**src/rtl/cache_mem_pkg.sv**
```systemverilog
// cache_mem_pkg: shared types and sizing for the cache/memory arbitration path
package cache_mem_pkg;

    localparam int MEM_LATENCY       = 4;
    localparam int WORDS_PER_BLOCK   = 8;
    localparam int BLOCK_OFFSET_BITS = 4;
    localparam int WORD_IDX_BITS     = 3;

    typedef enum logic [1:0] {
        IDLE,
        FILL_I,
        FILL_D,
        STORE
    } state_t;

    typedef enum logic {
        GRANT_I = 1'b0,
        GRANT_D = 1'b1
    } grant_t;

    // Clears the byte offset so a fill always starts at word 0 of the block.
    function automatic logic [15:0] block_base(input logic [15:0] addr);
        return {addr[15:BLOCK_OFFSET_BITS], {BLOCK_OFFSET_BITS{1'b0}}};
    endfunction

endpackage

```
**src/rtl/mem_arbiter_if.sv**
```systemverilog
// mem_arbiter_if: cache request, fill return and memory port signals of the arbiter
interface mem_arbiter_if;
    import cache_mem_pkg::*;

    logic                     i_miss;
    logic [15:0]              i_miss_addr;
    logic                     d_miss;
    logic [15:0]              d_miss_addr;
    logic                     d_wr_req;
    logic [15:0]              d_wr_addr;
    logic [15:0]              d_wr_data;
    logic                     mem_en;
    logic                     mem_wr;
    logic [15:0]              mem_addr;
    logic [15:0]              mem_wdata;
    logic [15:0]              mem_rdata;
    logic                     mem_data_valid;
    logic [15:0]              fill_data;
    logic [WORD_IDX_BITS-1:0] fill_word;
    logic                     i_fill_valid;
    logic                     d_fill_valid;
    logic                     i_fill_done;
    logic                     d_fill_done;
    logic                     d_wr_done;

    modport master (
        input  i_miss, i_miss_addr, d_miss, d_miss_addr,
        input  d_wr_req, d_wr_addr, d_wr_data,
        input  mem_rdata, mem_data_valid,
        output mem_en, mem_wr, mem_addr, mem_wdata,
        output fill_data, fill_word, i_fill_valid, d_fill_valid,
        output i_fill_done, d_fill_done, d_wr_done
    );

    modport slave (
        output i_miss, i_miss_addr, d_miss, d_miss_addr,
        output d_wr_req, d_wr_addr, d_wr_data,
        output mem_rdata, mem_data_valid,
        input  mem_en, mem_wr, mem_addr, mem_wdata,
        input  fill_data, fill_word, i_fill_valid, d_fill_valid,
        input  i_fill_done, d_fill_done, d_wr_done
    );

endinterface

```
**src/rtl/mem_arbiter.sv**
```systemverilog
// mem_arbiter: shares one memory port between I/D block fills and D write-through stores
module mem_arbiter
    import cache_mem_pkg::*;
(
    input logic          clk,
    input logic          rst_n,
    mem_arbiter_if.master bus
);

    localparam int IC_W = WORD_IDX_BITS + 1;

    state_t                   state;
    grant_t                   last_grant;
    logic [15:0]              base;
    logic [IC_W-1:0]          ic;
    logic [WORD_IDX_BITS-1:0] rc;
    logic                     filling;
    logic                     issuing;
    logic                     returning;
    logic                     last_word;

    assign filling   = state == FILL_I || state == FILL_D;
    assign issuing   = filling && ic < IC_W'(WORDS_PER_BLOCK);
    assign returning = filling && bus.mem_data_valid;
    assign last_word = returning && rc == WORD_IDX_BITS'(WORDS_PER_BLOCK - 1);

    // Arbitration in IDLE only; a fill ends when its last word returns, then the other cache wins ties.
    always_ff @(posedge clk or negedge rst_n) begin
        if (!rst_n) begin
            state      <= IDLE;
            last_grant <= GRANT_I;
            base       <= '0;
            ic         <= '0;
            rc         <= '0;
        end else begin
            case (state)
                IDLE: begin
                    ic <= '0;
                    rc <= '0;
                    if (bus.d_wr_req) begin
                        state <= STORE;
                    end else if (bus.d_miss && (!bus.i_miss || last_grant == GRANT_I)) begin
                        state <= FILL_D;
                        base  <= block_base(bus.d_miss_addr);
                    end else if (bus.i_miss) begin
                        state <= FILL_I;
                        base  <= block_base(bus.i_miss_addr);
                    end
                end
                FILL_I, FILL_D: begin
                    if (issuing) ic <= ic + 1'b1;
                    if (returning) rc <= rc + 1'b1;
                    if (last_word) begin
                        state      <= IDLE;
                        last_grant <= state == FILL_D ? GRANT_D : GRANT_I;
                    end
                end
                STORE: state <= IDLE;
                default: state <= IDLE;
            endcase
        end
    end

    // Memory port and fill return decoded from state and counters; returned words pass straight through.
    always_comb begin
        bus.mem_en       = issuing || state == STORE;
        bus.mem_wr       = state == STORE;
        bus.mem_addr     = state == STORE ? bus.d_wr_addr
                         : issuing ? base + 16'({ic[WORD_IDX_BITS-1:0], 1'b0}) : '0;
        bus.mem_wdata    = state == STORE ? bus.d_wr_data : '0;
        bus.fill_data    = returning ? bus.mem_rdata : '0;
        bus.fill_word    = returning ? rc : '0;
        bus.i_fill_valid = returning && state == FILL_I;
        bus.d_fill_valid = returning && state == FILL_D;
        bus.i_fill_done  = last_word && state == FILL_I;
        bus.d_fill_done  = last_word && state == FILL_D;
        bus.d_wr_done    = state == STORE;
    end

endmodule

```
**src/flat_wrapper.sv**
```systemverilog
// flat-port wrapper written by rule: the top's interface ports become plain ports
module mem_arbiter_flat import cache_mem_pkg::*;
  (clk, rst_n, bus_i_miss, bus_i_miss_addr, bus_d_miss, bus_d_miss_addr, bus_d_wr_req, bus_d_wr_addr, bus_d_wr_data, bus_mem_rdata, bus_mem_data_valid, bus_mem_en, bus_mem_wr, bus_mem_addr, bus_mem_wdata, bus_fill_data, bus_fill_word, bus_i_fill_valid, bus_d_fill_valid, bus_i_fill_done, bus_d_fill_done, bus_d_wr_done);
  mem_arbiter_if bus_i ();
  input logic clk;
  input logic rst_n;
  input wire logic [$bits(bus_i.i_miss)-1:0] bus_i_miss;
  input wire logic [$bits(bus_i.i_miss_addr)-1:0] bus_i_miss_addr;
  input wire logic [$bits(bus_i.d_miss)-1:0] bus_d_miss;
  input wire logic [$bits(bus_i.d_miss_addr)-1:0] bus_d_miss_addr;
  input wire logic [$bits(bus_i.d_wr_req)-1:0] bus_d_wr_req;
  input wire logic [$bits(bus_i.d_wr_addr)-1:0] bus_d_wr_addr;
  input wire logic [$bits(bus_i.d_wr_data)-1:0] bus_d_wr_data;
  input wire logic [$bits(bus_i.mem_rdata)-1:0] bus_mem_rdata;
  input wire logic [$bits(bus_i.mem_data_valid)-1:0] bus_mem_data_valid;
  output wire logic [$bits(bus_i.mem_en)-1:0] bus_mem_en;
  output wire logic [$bits(bus_i.mem_wr)-1:0] bus_mem_wr;
  output wire logic [$bits(bus_i.mem_addr)-1:0] bus_mem_addr;
  output wire logic [$bits(bus_i.mem_wdata)-1:0] bus_mem_wdata;
  output wire logic [$bits(bus_i.fill_data)-1:0] bus_fill_data;
  output wire logic [$bits(bus_i.fill_word)-1:0] bus_fill_word;
  output wire logic [$bits(bus_i.i_fill_valid)-1:0] bus_i_fill_valid;
  output wire logic [$bits(bus_i.d_fill_valid)-1:0] bus_d_fill_valid;
  output wire logic [$bits(bus_i.i_fill_done)-1:0] bus_i_fill_done;
  output wire logic [$bits(bus_i.d_fill_done)-1:0] bus_d_fill_done;
  output wire logic [$bits(bus_i.d_wr_done)-1:0] bus_d_wr_done;
  assign bus_i.i_miss = bus_i_miss;
  assign bus_i.i_miss_addr = bus_i_miss_addr;
  assign bus_i.d_miss = bus_d_miss;
  assign bus_i.d_miss_addr = bus_d_miss_addr;
  assign bus_i.d_wr_req = bus_d_wr_req;
  assign bus_i.d_wr_addr = bus_d_wr_addr;
  assign bus_i.d_wr_data = bus_d_wr_data;
  assign bus_i.mem_rdata = bus_mem_rdata;
  assign bus_i.mem_data_valid = bus_mem_data_valid;
  assign bus_mem_en = bus_i.mem_en;
  assign bus_mem_wr = bus_i.mem_wr;
  assign bus_mem_addr = bus_i.mem_addr;
  assign bus_mem_wdata = bus_i.mem_wdata;
  assign bus_fill_data = bus_i.fill_data;
  assign bus_fill_word = bus_i.fill_word;
  assign bus_i_fill_valid = bus_i.i_fill_valid;
  assign bus_d_fill_valid = bus_i.d_fill_valid;
  assign bus_i_fill_done = bus_i.i_fill_done;
  assign bus_d_fill_done = bus_i.d_fill_done;
  assign bus_d_wr_done = bus_i.d_wr_done;
  mem_arbiter u_core (.clk(clk), .rst_n(rst_n), .bus(bus_i));
endmodule
```
**config.mk**
```make
export PLATFORM = sky130hd
export DESIGN_NAME = mem_arbiter_flat
export DESIGN_NICKNAME = d
export VERILOG_FILES = /design/src/rtl/cache_mem_pkg.sv /design/src/rtl/mem_arbiter_if.sv /design/src/rtl/mem_arbiter.sv /design/src/flat_wrapper.sv
export SDC_FILE = /design/constraint.sdc
export NUM_CORES = 1
export LEC_CHECK = 0
export BUFFER_PORTS_ARGS = -buffer_cell sky130_fd_sc_hd__buf_4
export CAP_MARGIN = 25
export CORE_UTILIZATION = 42
export CTS_CLUSTER_SIZE = 20
export DETAILED_ROUTE_END_ITERATION = 7
export MAX_ROUTING_LAYER = met4
export PLACE_DENSITY = 0.87
export SYNTH_ARGS = -nofsm -noshare
export SYNTH_HDL_FRONTEND = slang
export SYNTH_SLANG_ARGS = --single-unit
export TNS_END_PERCENT = 10
```
**constraint.sdc**
```tcl
create_clock -name clk -period 3.58 [get_ports clk]
set_input_delay 0.716 -clock clk [delete_from_list [all_inputs] [get_ports clk]]
set_output_delay 0.716 -clock clk [all_outputs]
set_load 0.005 [all_outputs]
```
==> results of run 1 <==
[critical path, delay by kind of cell, from the launching register on]
kind	cells	cell delay [ps]
buf+inv	3	480
simple gates	2	520
compound gates	1	140
fa+ha+maj	1	320
flops	1	410
[where the power goes]
group          total, mW  internal [mW]  switching [mW]  leakage, nW
registers          0.449          0.366          0.0826        0.271
clock network      0.180         0.0979          0.0823       0.0288
logic               1.35          0.779           0.570         1.28
[worst paths after layout]
check / startpoint / endpoint
max: u_core.state[1] / bus_mem_addr[14]
min: rst_n / u_core.base[11]
max reg2reg: u_core.state[1] / u_core.state[0]
min reg2reg: u_core.base[14] / u_core.base[14]
max in group asynchronous: rst_n / u_core.base[6]
min in group clk: u_core.base[14] / u_core.base[14]
[cells by family (layout without fill, tap and decap cells)]
| family | after synthesis | in the layout | share of synthesized area, % |
|---|---|---|---|
| multiplexers | 28 | 28 | 22.59 |
| AO/OA/AOI/OAI | 30 | 30 | 14.82 |
| flip-flops | 22 | 22 | 32.59 |
| adder cells (fa/ha/maj) | 7 | 7 | 5.185 |
| buffers and inverters | 17 | 148 | 5.259 |
| AND/OR/NAND/NOR | 56 | 56 | 19.56 |
[flip-flops by register name, indices dropped and copies added, names as in the netlist]
| register | count |
|---|---|
| u_core.base | 12 |
| u_core.ic | 4 |
| u_core.last_grant | 1 |
| u_core.rc | 3 |
| u_core.state | 2 |
[per-layer routing]
metal / track usage [%] / up-vias
met1: 22.69 / 796
met2: 40.34 / 74
met4: 4.891 / 0
met5: - / -
met3: 2.951 / 4
li1: - / 842
[cell usage after synthesis]
cell / count / share of area [%]
inv_1: 5 / 1.1
dfrtp_1: 22 / 33
mux2i_1: 1 / 0.59
mux2_4: 18 / 16
a21bo_4: 1 / 0.96
buf_4: 2 / 0.89
a21boi_0: 1 / 0.44
and3_1: 22 / 8.1
a22o_1: 18 / 9.3
nor4_1: 1 / 0.37
a31oi_1: 1 / 0.37
ha_1: 7 / 5.2
a2111oi_0: 1 / 0.52
nor3_1: 1 / 0.30
a21oi_1: 3 / 0.89
clkbuf_1: 8 / 1.8
o22ai_1: 1 / 0.37
o2bb2ai_1: 1 / 0.52
nand2_1: 3 / 0.67
nand2b_1: 3 / 1.1
a21o_1: 2 / 0.89
buf_12: 1 / 1.2
buf_2: 1 / 0.30
mux2_2: 9 / 6.0
nor3b_1: 1 / 0.44
nor2_1: 5 / 1.1
a221oi_1: 1 / 0.52
and2_1: 19 / 7.0
nor2b_1: 1 / 0.37
[final cells by class]
class | instances | area (um^2) | area share (%)
clock buffers | 4 | 55.05 | 1.978
inverters | 5 | 18.77 | 0.6745
multi-input cells | 121 | 1055 | 37.90
flip-flops and latches | 22 | 550.5 | 19.78
well taps | 48 | 60.06 | 2.158
repair buffers | 139 | 1044 | 37.50
==> summary.md, run 1 <==
| Metric | Value |
|---|---|
| Status | completed |
| Hold_ws | 329.9 ps |
| Place WS | 814.1 ps |
| Antenna diode count | 0 |
| Seq/Total Area, Yosys | 32.59% |
| WS Path Type | flop to output pin |
| Worst-case clock buffer depth | 2 |
| Power, Total | 1.979 mW |
| Synth-to-Final Area Change | 64.74% |
| Routed wl met2 | 2.492 mm |
| DR WL/cell | 13.86 um |
| Core area | 0.003771 mm^2 |
| Routability congestion estimate | 0.7849 |
| Fmax | 0.3511 GHz |
| Placed cells | 334 |
| Clock transition at the registers of the reported paths | 80 ps |
| Chip height | 65.42 um |
| Fin worst setup slack | 731.7 ps |
| Grt total ovfl | 0 |
| Placed cell areas | 0.002720 mm^2 |
| Crit path max fanout | 8 |
| WL met1 | 1.840 mm |
| Initial Util | 44.79% |
| Static Leak | 1.576 nW |
| Yosys warns | 0 |
| Worst slew margin relative to its limit | 62.61% |
| H-tree Lvls | 1 |
| DRT Wirelength | 4.699 mm |
| Vias in the first global route | 1578 |
| CP Cell Sequence | inv_1 -> ha_1 -> nand2b_1 -> nor2_1 -> buf_4 -> a22o_1 -> buf_4 |
| Root Buffer | clkbuf_8 |
| DR vias | 1716 |
| Via density | 5.062 |
| Worst R2R Path Depth | 6 |
| CP most frequent cell | buf_4 |
| CTS tree | built |
| Initial antenna violation count | 0 |
| Util after Layout | 73.79% |
| Most frequent cells in the layout | 139 x buf_4, 22 x and3_1, 22 x dfrtp_1 |
| Max stage delay on crit path | 440 ps |
| # Post-CTS Setup Buffers | 0 |
| R2R setup slack | 1520 ps |
| Total iterations of the first detailed-routing run | 4 |
| Yosys reg bits | 22 |
| Cells after Synth | 160 |
| Die width | 65.42 um |
| Commonest non-fill, non-tap cell in the layout | buf_4 |
| Uppermost layer routed | met4 |
| TritonCTS Sinks | 22 |
| # rows | 22 |
| Worst EP arrival | 2130 ps |
| Average cell area after synthesis | 10.56 um^2 |
| PostCTS Resize Cnt | 0 |
| Power Density | 711.1 mW/mm^2 |
| Critical Path RT | 2860 ps |
| Hold_buf cts | 0 |
| Startpoint Class | flop |
| IO buf count | 135 |
| Die Area | 0.004279 mm^2 |
| Post-DP HPWL | 3.678 mm |
| Layout filler cell count | 280 |
| Hold crit path type | input port to asynchronous set/reset pin |
| GRT Util Overall | 21.09% |
| Met3 WL | 323 um |
| Crit-path slowest cell | nor2_1 |
| Setup TNS Final | 0 ps |
| Count of final setup violators | 0 |
| DRC | 0 |
| Io pins | 144 |
| Syn nets | 253 |
| Fin crit period | 2848 ps |
| Final Net Count | 385 |
| Fin. max-slew vios | 0 |
| Synth Cell Area | 0.001689 mm^2 |
| Fin crit share | 79.56% |
| Worst Tran Pin Value | 558.8 ps |
| Worst-Skew Late Latency | 260 ps |
| Final ANT Viol Nets | 0 |
| Share of layout cells above drive strength 1 | 59.11% |
| Iter 0 DRT Violations | 29 |
| Max-cap violation count | 0 |
| Skew final | 4.499 ps |
| RSZ-0062 raised after global routing | no |
| Fin. Hold Viols | 0 |
| Post-synthesis cell type count | 29 |
| Finished Layout Cells | 339 |
| Critical Path End Type | output pin |
| Largest net degree at the start of global routing | 36 |
| Finished Cell Area | 0.002783 mm^2 |
| First-pass GRT wire length | 6.941 mm |
| Number of buffers created by CTS | 3 |
| Max rail drop VDD | 0.4503 mV |
(Power assumes the default switching activity.)
==> run 2, diff against run 1 <==
--- a/config.mk
+++ b/config.mk
@@ -5,13 +5,14 @@
 export SDC_FILE = /design/constraint.sdc
 export NUM_CORES = 1
 export LEC_CHECK = 0
+export ABC_AREA = 1
 export BUFFER_PORTS_ARGS = -buffer_cell sky130_fd_sc_hd__buf_4
 export CAP_MARGIN = 25
-export CORE_UTILIZATION = 42
+export CORE_UTILIZATION = 39
 export CTS_CLUSTER_SIZE = 20
 export DETAILED_ROUTE_END_ITERATION = 7
 export MAX_ROUTING_LAYER = met4
-export PLACE_DENSITY = 0.87
+export PLACE_DENSITY = 0.81
 export SYNTH_ARGS = -nofsm -noshare
 export SYNTH_HDL_FRONTEND = slang
 export SYNTH_SLANG_ARGS = --single-unit
==> constraint.sdc (replaced) <==
create_clock -name clk -period 2.66 [get_ports clk]
set_input_delay 0.532 -clock clk [delete_from_list [all_inputs] [get_ports clk]]
set_output_delay 0.532 -clock clk [all_outputs]
set_load 0.005 [all_outputs]
==> run 2 against run 1 <==
Compared with the run above: first-iteration DRC count increased to 3.2 times the previous value; largest power group unchanged; worst setup slack worse by 500 ps; core utilization is 8.2 points lower; count of clock-buffer cells in the layout down 1; register-to-register slack got worse by 470 ps.
==> summary.md, run 2 <==
| Metric | Value |
|---|---|
| Hold_buf cts | 0 (unchanged) |
| Iter 0 DRT Violations | 93 (+220%) |
| Yosys reg bits | 22 (unchanged) |
| Syn nets | 391 (+55%) |
| Largest net degree at the start of global routing | 36 (unchanged) |
| Post-DP HPWL | 3.977 mm (+8.1%) |
| Worst-Skew Late Latency | 270 ps (about the same) |
| Fmax | 0.4121 GHz |
| Reg2reg start | u_core.state[0] |
| Number of synthesized flops with an enable pin | 0 (unchanged) |
| WS Path Type | flop to output pin |
| Antenna diode count | 0 (unchanged) |
| Crit-path slowest cell | ha_1 |
| Max-cap violation count | 0 (unchanged) |
| CP delay by family, top | adder cells |
| Hold crit path type | input port to asynchronous set/reset pin |
| TritonCTS Sinks | 22 (unchanged) |
| Post-synthesis cell type count | 18 (-38%) |
| Power Density | 820.9 mW/mm^2 (+15%) |
| Critical Path End Type | output pin |
| Count of final setup violators | 0 (unchanged) |
| Fin. max-slew vios | 0 (unchanged) |
| Top cells by count, synth | 95 x nand2_1, 61 x inv_1, 38 x nor2_1 |
| Max stage delay on crit path | 450 ps (about the same) |
| Worst r2r dst | u_core.ic[2] |
| Top flop regs | u_core.base x12, u_core.ic x4, u_core.rc x3 |
| Synth Cell Area | 0.001762 mm^2 (+4.3%) |
| Seq/Total Area, Yosys | 31.25% (-1.3 points) |
| RSZ-0062 raised after global routing | no |
| Die Area | 0.004790 mm^2 (+12%) |
| Worst Tran Pin Value | 538.5 ps (-20.28 ps) |
| Die width | 69.21 um (+5.8%) |
| Status | completed |
| Fin crit period | 2426 ps |
| Buf/Inv on CP | 3 (unchanged) |
| Chip height | 69.21 um (+5.8%) |
| Setup TNS Final | 0 ps (unchanged) |
| Critical Path RT | 2130 ps (-730 ps) |
| CTS tree | built |
| Crit path launch | u_core.state[0] |
| Worst slew margin relative to its limit | 64.06% (+1.5 points) |
| Total iterations of the first detailed-routing run | 4 (unchanged) |
| Worst R2R Path Depth | 6 (unchanged) |
| Io pins | 144 (unchanged) |
| IO buf count | 135 (unchanged) |
| Worst EP arrival | 1890 ps (-240 ps) |
| Average cell area after synthesis | 5.912 um^2 (-44%) |
| # rows | 24 (+9.1%) |
| DR vias | 2138 (+25%) |
| Most frequent cells in the layout | 138 x buf_4, 94 x nand2_1, 61 x inv_1 |
| Clock transition at the registers of the reported paths | 80 ps (about the same) |
| Root Buffer | clkbuf_8 |
| Via density | 4.482 (-11%) |
| Place WS | 441.5 ps (-372.6 ps) |
| H-tree Lvls | 1 (unchanged) |
| Synth-to-Final Area Change | 62.14% |
| Final ANT Viol Nets | 0 (unchanged) |
| Cells after Synth | 298 (+86%) |
| Top reg by flops | u_core.base |
| DRC | 0 (unchanged) |
| Final Net Count | 519 (+35%) |
| Worst-case clock buffer depth | 2 (unchanged) |
| Count leader, synth | nand2_1 |
| Synth top area share | 31.25% (-1.3 points) |
| Skew final | 2.637 ps (-1.862 ps) |
| Commonest non-fill, non-tap cell in the layout | buf_4 |
| Startpoint Class | flop |
| R2R setup slack | 1050 ps (-470 ps) |
| GRT Util Overall | 22.71% (+1.6 points) |
| DRT Wirelength | 5.028 mm (+7.0%) |
| Fin. Hold Viols | 0 (unchanged) |
| Util after Layout | 65.60% (-8.2 points) |
| First-pass GRT wire length | 8.818 mm (+27%) |
| CP Cell Sequence | inv_1 -> ha_1 -> inv_1 -> nor2_1 -> nand2_1 -> o21ai_0 -> buf_4 |
| Crit path max fanout | 8 (unchanged) |
| DR WL/cell | 10.54 um (-24%) |
| Main area contributors after synthesis | dfrtp_1 31%, nand2_1 20%, inv_1 13% |
| Yosys top cell by area | dfrtp_1 |
| Core area | 0.004354 mm^2 (+15%) |
| Yosys warns | 0 (unchanged) |
| Main synth FF type | dfrtp_1 |
| Static Leak | 1.781 nW (+13%) |
| CP most frequent cell | inv_1 |
| Number of buffers created by CTS | 3 (unchanged) |
| Share of layout cells above drive strength 1 | 34.59% (-25 points) |
| Max rail drop VDD | 0.4066 mV (-9.7%) |
| Initial antenna violation count | 0 (unchanged) |
| # Post-CTS Setup Buffers | 0 (unchanged) |
| Grt total ovfl | 0 (unchanged) |
| Vias in the first global route | 2008 (+27%) |
| Initial Util | 40.46% (-4.3 points) |
| Async SR Flop Fraction | 100.0% (unchanged) |
| Fin worst setup slack | 233.6 ps (-498.1 ps) |
| Routability congestion estimate | 0.8225 (+4.8%) |
| Layout filler cell count | 408 (+46%) |
| Largest register FFs | 12 (unchanged) |
| Fin crit share | 91.22% |
-- run 2: cell types whose count changed in the layout (fill, tap and decap cells not counted), sizes merged, moves of 2 or more --
cell | previous run | this run
o21ai | 0 | 42
a21o | 2 | 0
a22o | 18 | 0
nand2b | 3 | 0
and3 | 22 | 0
nand2 | 3 | 97
inv | 5 | 61
nand3 | 0 | 8
and2 | 19 | 0
nor2 | 5 | 40
mux2 | 27 | 0
-- run 2: timing repair --
item	in CTS	in global routing
hold endpoints to repair	0	0
resized for setup	0	1
setup endpoints to repair	0	10
-- run 2: worst max-delay path by stage --
stage                                  end  slack, ps  depth (start not counted)
after floorplan           bus_mem_addr[10]        810                          6
after global placement     bus_mem_addr[4]        470                          5
after detailed placement  bus_mem_addr[11]        440                          5
after CTS                 bus_mem_addr[11]        110                          5
after global routing       bus_mem_addr[1]         80                          7
final                      bus_mem_addr[1]        230                          7
-- run 2: stage by stage --
step	instances	hold slack (ps)	instance area, um^2	total power [mW]
after floorplan	298	236.4	1762	1.380
after global placement	473	441.8	2783	2.003
after detailed placement	473	441.8	2783	2.037
after CTS	477	149.6	2854	2.357
after global routing	477	152.9	2856	2.583
final	477	142.8	2856	2.345
-- run 2: logic make-up after synthesis --
logic type	share of synthesized area, %
AO/OA/AOI/OAI	13.42
AND/OR/NAND/NOR	32.32
flip-flops	31.25
XOR/XNOR	0.4972
buffers and inverters	17.54
adder cells (fa/ha/maj)	4.971
-- run 2: final cells by class --
type	count	area, um^2	area share [%]
clock inverters	1	30.03	1.051
inverters	61	229.0	8.016
clock buffers	3	41.29	1.445
well taps	52	65.06	2.278
repair buffers	138	1036	36.27
flip-flops and latches	22	550.5	19.27
multi-input cells	200	904.6	31.67
-- run 2: metal layers --
layer	global-route usage, %	vias to the layer above	share of wire (%)
met5	-	-	0
met4	7.256	0	2.0
met3	2.907	9	4.7
met2	42.72	65	53
met1	24.47	928	41
li1	-	1136	-
-- run 2: worst reg2reg max path, stage by stage, from the launching register on --
cell,delay [ps]
dfrtp_1,400
inv_1,80
ha_1,420
nand2_2,300
nand2_1,150
nand3_1,110
nand2_1,50
-- run 2: power by group --
| group | total [mW] | internal (mW) | leakage, nW | switching, mW |
|---|---|---|---|---|
| sequential | 0.578 | 0.483 | 0.278 | 0.0949 |
| clock | 0.318 | 0.201 | 0.0357 | 0.117 |
| combinational | 1.45 | 0.686 | 1.47 | 0.763 |
==> run 3, diff against run 2 <==
--- a/config.mk
+++ b/config.mk
@@ -8,11 +8,11 @@
 export ABC_AREA = 1
 export BUFFER_PORTS_ARGS = -buffer_cell sky130_fd_sc_hd__buf_4
 export CAP_MARGIN = 25
-export CORE_UTILIZATION = 39
+export CORE_UTILIZATION = 35
 export CTS_CLUSTER_SIZE = 20
 export DETAILED_ROUTE_END_ITERATION = 7
 export MAX_ROUTING_LAYER = met4
-export PLACE_DENSITY = 0.81
+export PLACE_DENSITY = 0.76
 export SYNTH_ARGS = -nofsm -noshare
 export SYNTH_HDL_FRONTEND = slang
 export SYNTH_SLANG_ARGS = --single-unit
==> constraint.sdc (replaced) <==
create_clock -name clk -period 2.2 [get_ports clk]
set_input_delay 0.44 -clock clk [delete_from_list [all_inputs] [get_ports clk]]
set_output_delay 0.44 -clock clk [all_outputs]
set_load 0.005 [all_outputs]
==> run 3 against run 2 <==
Compared with the run above: first-iteration DRC count is 34% lower; flip-flop and latch count stayed put; combinational power is 33% higher; core utilization is 4.8 points lower; global-route usage is 3.1 points lower; critical path depth is 1 lower; sequential power is 22% higher; critical endpoint is now bus_mem_addr[13]; highest routed layer unchanged.
==> summary.md, run 3 (same netlist as run 2, synthesis figures left out) <==
| Metric | Value |
|---|---|
| CP delay by family, top | buffers and inverters |
| Top flop regs | u_core.base x12, u_core.ic x4, u_core.rc x3 |
| Fin crit share | 95.42% |
| Post-DP HPWL | 4.095 mm (+3.0%) |
| Clock transition at the registers of the reported paths | 80 ps (about the same) |
| Via density | 4.293 (-4.2%) |
| RSZ-0062 raised after global routing | no |
| Hold_ws | 51.00 ps (-91.77 ps) |
| DRT Wirelength | 5.122 mm (+1.9%) |
| CP Cell Sequence | inv_1 -> ha_4 -> nand2_1 -> buf_6 -> o21ai_0 -> buf_4 |
| Worst EP arrival | 1660 ps (-230 ps) |
| Worst Tran Pin Value | 523.0 ps (-15.55 ps) |
| Iter 0 DRT Violations | 61 (-34%) |
| Synth-to-Final Area Change | 65.06% |
| Die Area | 0.005321 mm^2 (+11%) |
| CTS tree | built |
| Crit-path slowest cell | dfrtp_1 |
| DRC | 0 (unchanged) |
| NetSw | 1.234 mW (+27%) |
| Io pins | 144 (unchanged) |
| Final Net Count | 522 (+0.58%) |
| Startpoint Class | flop |
| Max stage delay on crit path | 410 ps (-40 ps) |
| Top reg by flops | u_core.base |
| Seq pwr share | 24.0% (-0.6 points) |
| Number of buffers created by CTS | 3 (unchanged) |
| First-pass GRT wire length | 8.017 mm (-9.1%) |
| Chip height | 72.95 um (+5.4%) |
| Routability congestion estimate | 0.7815 (-5.0%) |
| Vias in the first global route | 1825 (-9.1%) |
| Skew final | 3.686 ps (+1.049 ps) |
| Final ANT Viol Nets | 0 (unchanged) |
| Largest net degree at the start of global routing | 36 (unchanged) |
| Max rail drop VDD | 0.5369 mV (+32%) |
| Share of layout cells above drive strength 1 | 35.75% (+1.2 points) |
| Worst-Skew Late Latency | 260 ps (about the same) |
| Fin crit period | 2099 ps |
| Count of final setup violators | 0 (unchanged) |
| Initial Util | 36.81% (-3.6 points) |
| Initial antenna violation count | 0 (unchanged) |
| Hold crit path type | input port to asynchronous set/reset pin |
| Hold_buf cts | 0 (unchanged) |
| Placed cells | 488 (+3.2%) |
| Largest register FFs | 12 (unchanged) |
| # rows | 25 (+4.2%) |
| Worst-case clock buffer depth | 2 (unchanged) |
| Critical Path End Type | output pin |
| Total iterations of the first detailed-routing run | 4 (unchanged) |
| Fin. Hold Viols | 0 (unchanged) |
| Met3 WL | 185 um (-21%) |
| Power, Total | 2.929 mW (+25%) |
| Routed wl met2 | 2.662 mm (+0.53%) |
| Place WS | 160.9 ps (-280.6 ps) |
| Part of the power in combinational logic | 66.0% (+4.2 points) |
| WL met1 | 2.220 mm (+8.6%) |
| Root Buffer | clkbuf_8 |
| Fmax | 0.4764 GHz |
| Max-cap violation count | 0 (unchanged) |
| Most frequent cells in the layout | 139 x buf_4, 94 x nand2_1, 60 x inv_1 |
| Critical Path RT | 1760 ps (-370 ps) |
| TritonCTS Sinks | 22 (unchanged) |
| Core area | 0.004786 mm^2 (+9.9%) |
| Internal power | 1.696 mW (+24%) |
| Buf/Inv on CP | 3 (unchanged) |
| Switching Share | 42.12% (+0.55 points) |
| IO buf count | 135 (unchanged) |
| Crit path max fanout | 16 (+8) |
| Setup TNS Final | 0 ps (unchanged) |
| WS Path Type | flop to output pin |
| Finished Layout Cells | 495 (+3.8%) |
| DR WL/cell | 10.35 um (-1.8%) |
| Uppermost layer routed | met4 |
| Clock power share | 10.0% (-3.6 points) |
| Status | completed |
| Grt total ovfl | 0 (unchanged) |
| DR vias | 2125 (-0.61%) |
| Commonest non-fill, non-tap cell in the layout | buf_4 |
| Fin worst setup slack | 100.7 ps (-132.9 ps) |
| Worst slew margin relative to its limit | 65.10% (+1.0 points) |
| GRT Util Overall | 19.64% (-3.1 points) |
| H-tree Lvls | 1 (unchanged) |
| Die width | 72.95 um (+5.4%) |
| Antenna diode count | 0 (unchanged) |
| Power Density | 1007 mW/mm^2 (+23%) |
| Static Leak | 1.791 nW (+0.58%) |
| Fin. max-slew vios | 0 (unchanged) |
run 3: cell types whose count changed in the layout (fill, tap and decap cells not counted), sizes merged:
cell | before | now
buf | 138 | 141
bufinv | 1 | 0
clkbuf | 3 | 4
clkinvlp | 0 | 1
inv | 61 | 60
run 3: path summary, 6_finish.rpt:
check / to / slack, ps / start / cells past startpoint
max: bus_mem_addr[13] / 100 / u_core.state[0] / 6
min: u_core.base[12] / 50 / rst_n / 1
max reg2reg: u_core.base[14] / 710 / u_core.state[0] / 6
min reg2reg: u_core.last_grant / 510 / u_core.last_grant / 2
max in group asynchronous: u_core.state[1] / 1920 / rst_n / 1
min in group clk: u_core.base[4] / 430 / bus_d_miss_addr[4] / 3
run 3: layout make-up:
cell class | count | area, um^2
Fill cell | 460 | 1878
Timing Repair Buffer | 141 | 1066
Multi-Input combinational cell | 200 | 919.6
Sequential cell | 22 | 550.5
Inverter | 61 | 232.7
Tap cell | 67 | 83.83
Clock buffer | 4 | 55.05
run 3: metal layers:
layer | up-vias | global-route usage [%]
met5 | - | -
met4 | 0 | 4.575
met3 | 4 | 1.519
met2 | 52 | 35.31
met1 | 923 | 23.94
li1 | 1146 | -
run 3: power by group through the flow:
| stage | Clock [mW] | Sequential (mW) | Combinational [mW] |
|---|---|---|---|
| 6_report | 0.294 | 0.703 | 1.93 |
| 4_1_cts | 0.299 | 0.702 | 1.84 |
| 5_1_grt | 0.304 | 0.728 | 2.18 |
| 2_1_floorplan | 0 | 0.674 | 0.995 |
| 3_3_place_gp | 0 | 0.700 | 1.75 |
| 3_5_place_dp | 0 | 0.711 | 1.78 |
run 3: stage by stage:
stage	utilization, %	instance area [um^2]
2_1_floorplan	-	1762
3_3_place_gp	58.54	2801
3_5_place_dp	58.54	2801
4_1_cts	60.08	2875
5_1_grt	60.76	2908
6_report	60.76	2908
run 3: timing repair:
| action | 4_1_cts | 5_1_grt |
|---|---|---|
| buffers inserted | 0 | 3 |
| pin swaps | 0 | 1 |
| gates resized for setup | 4 | 11 |
| endpoints found under the setup margin | 31 | 31 |
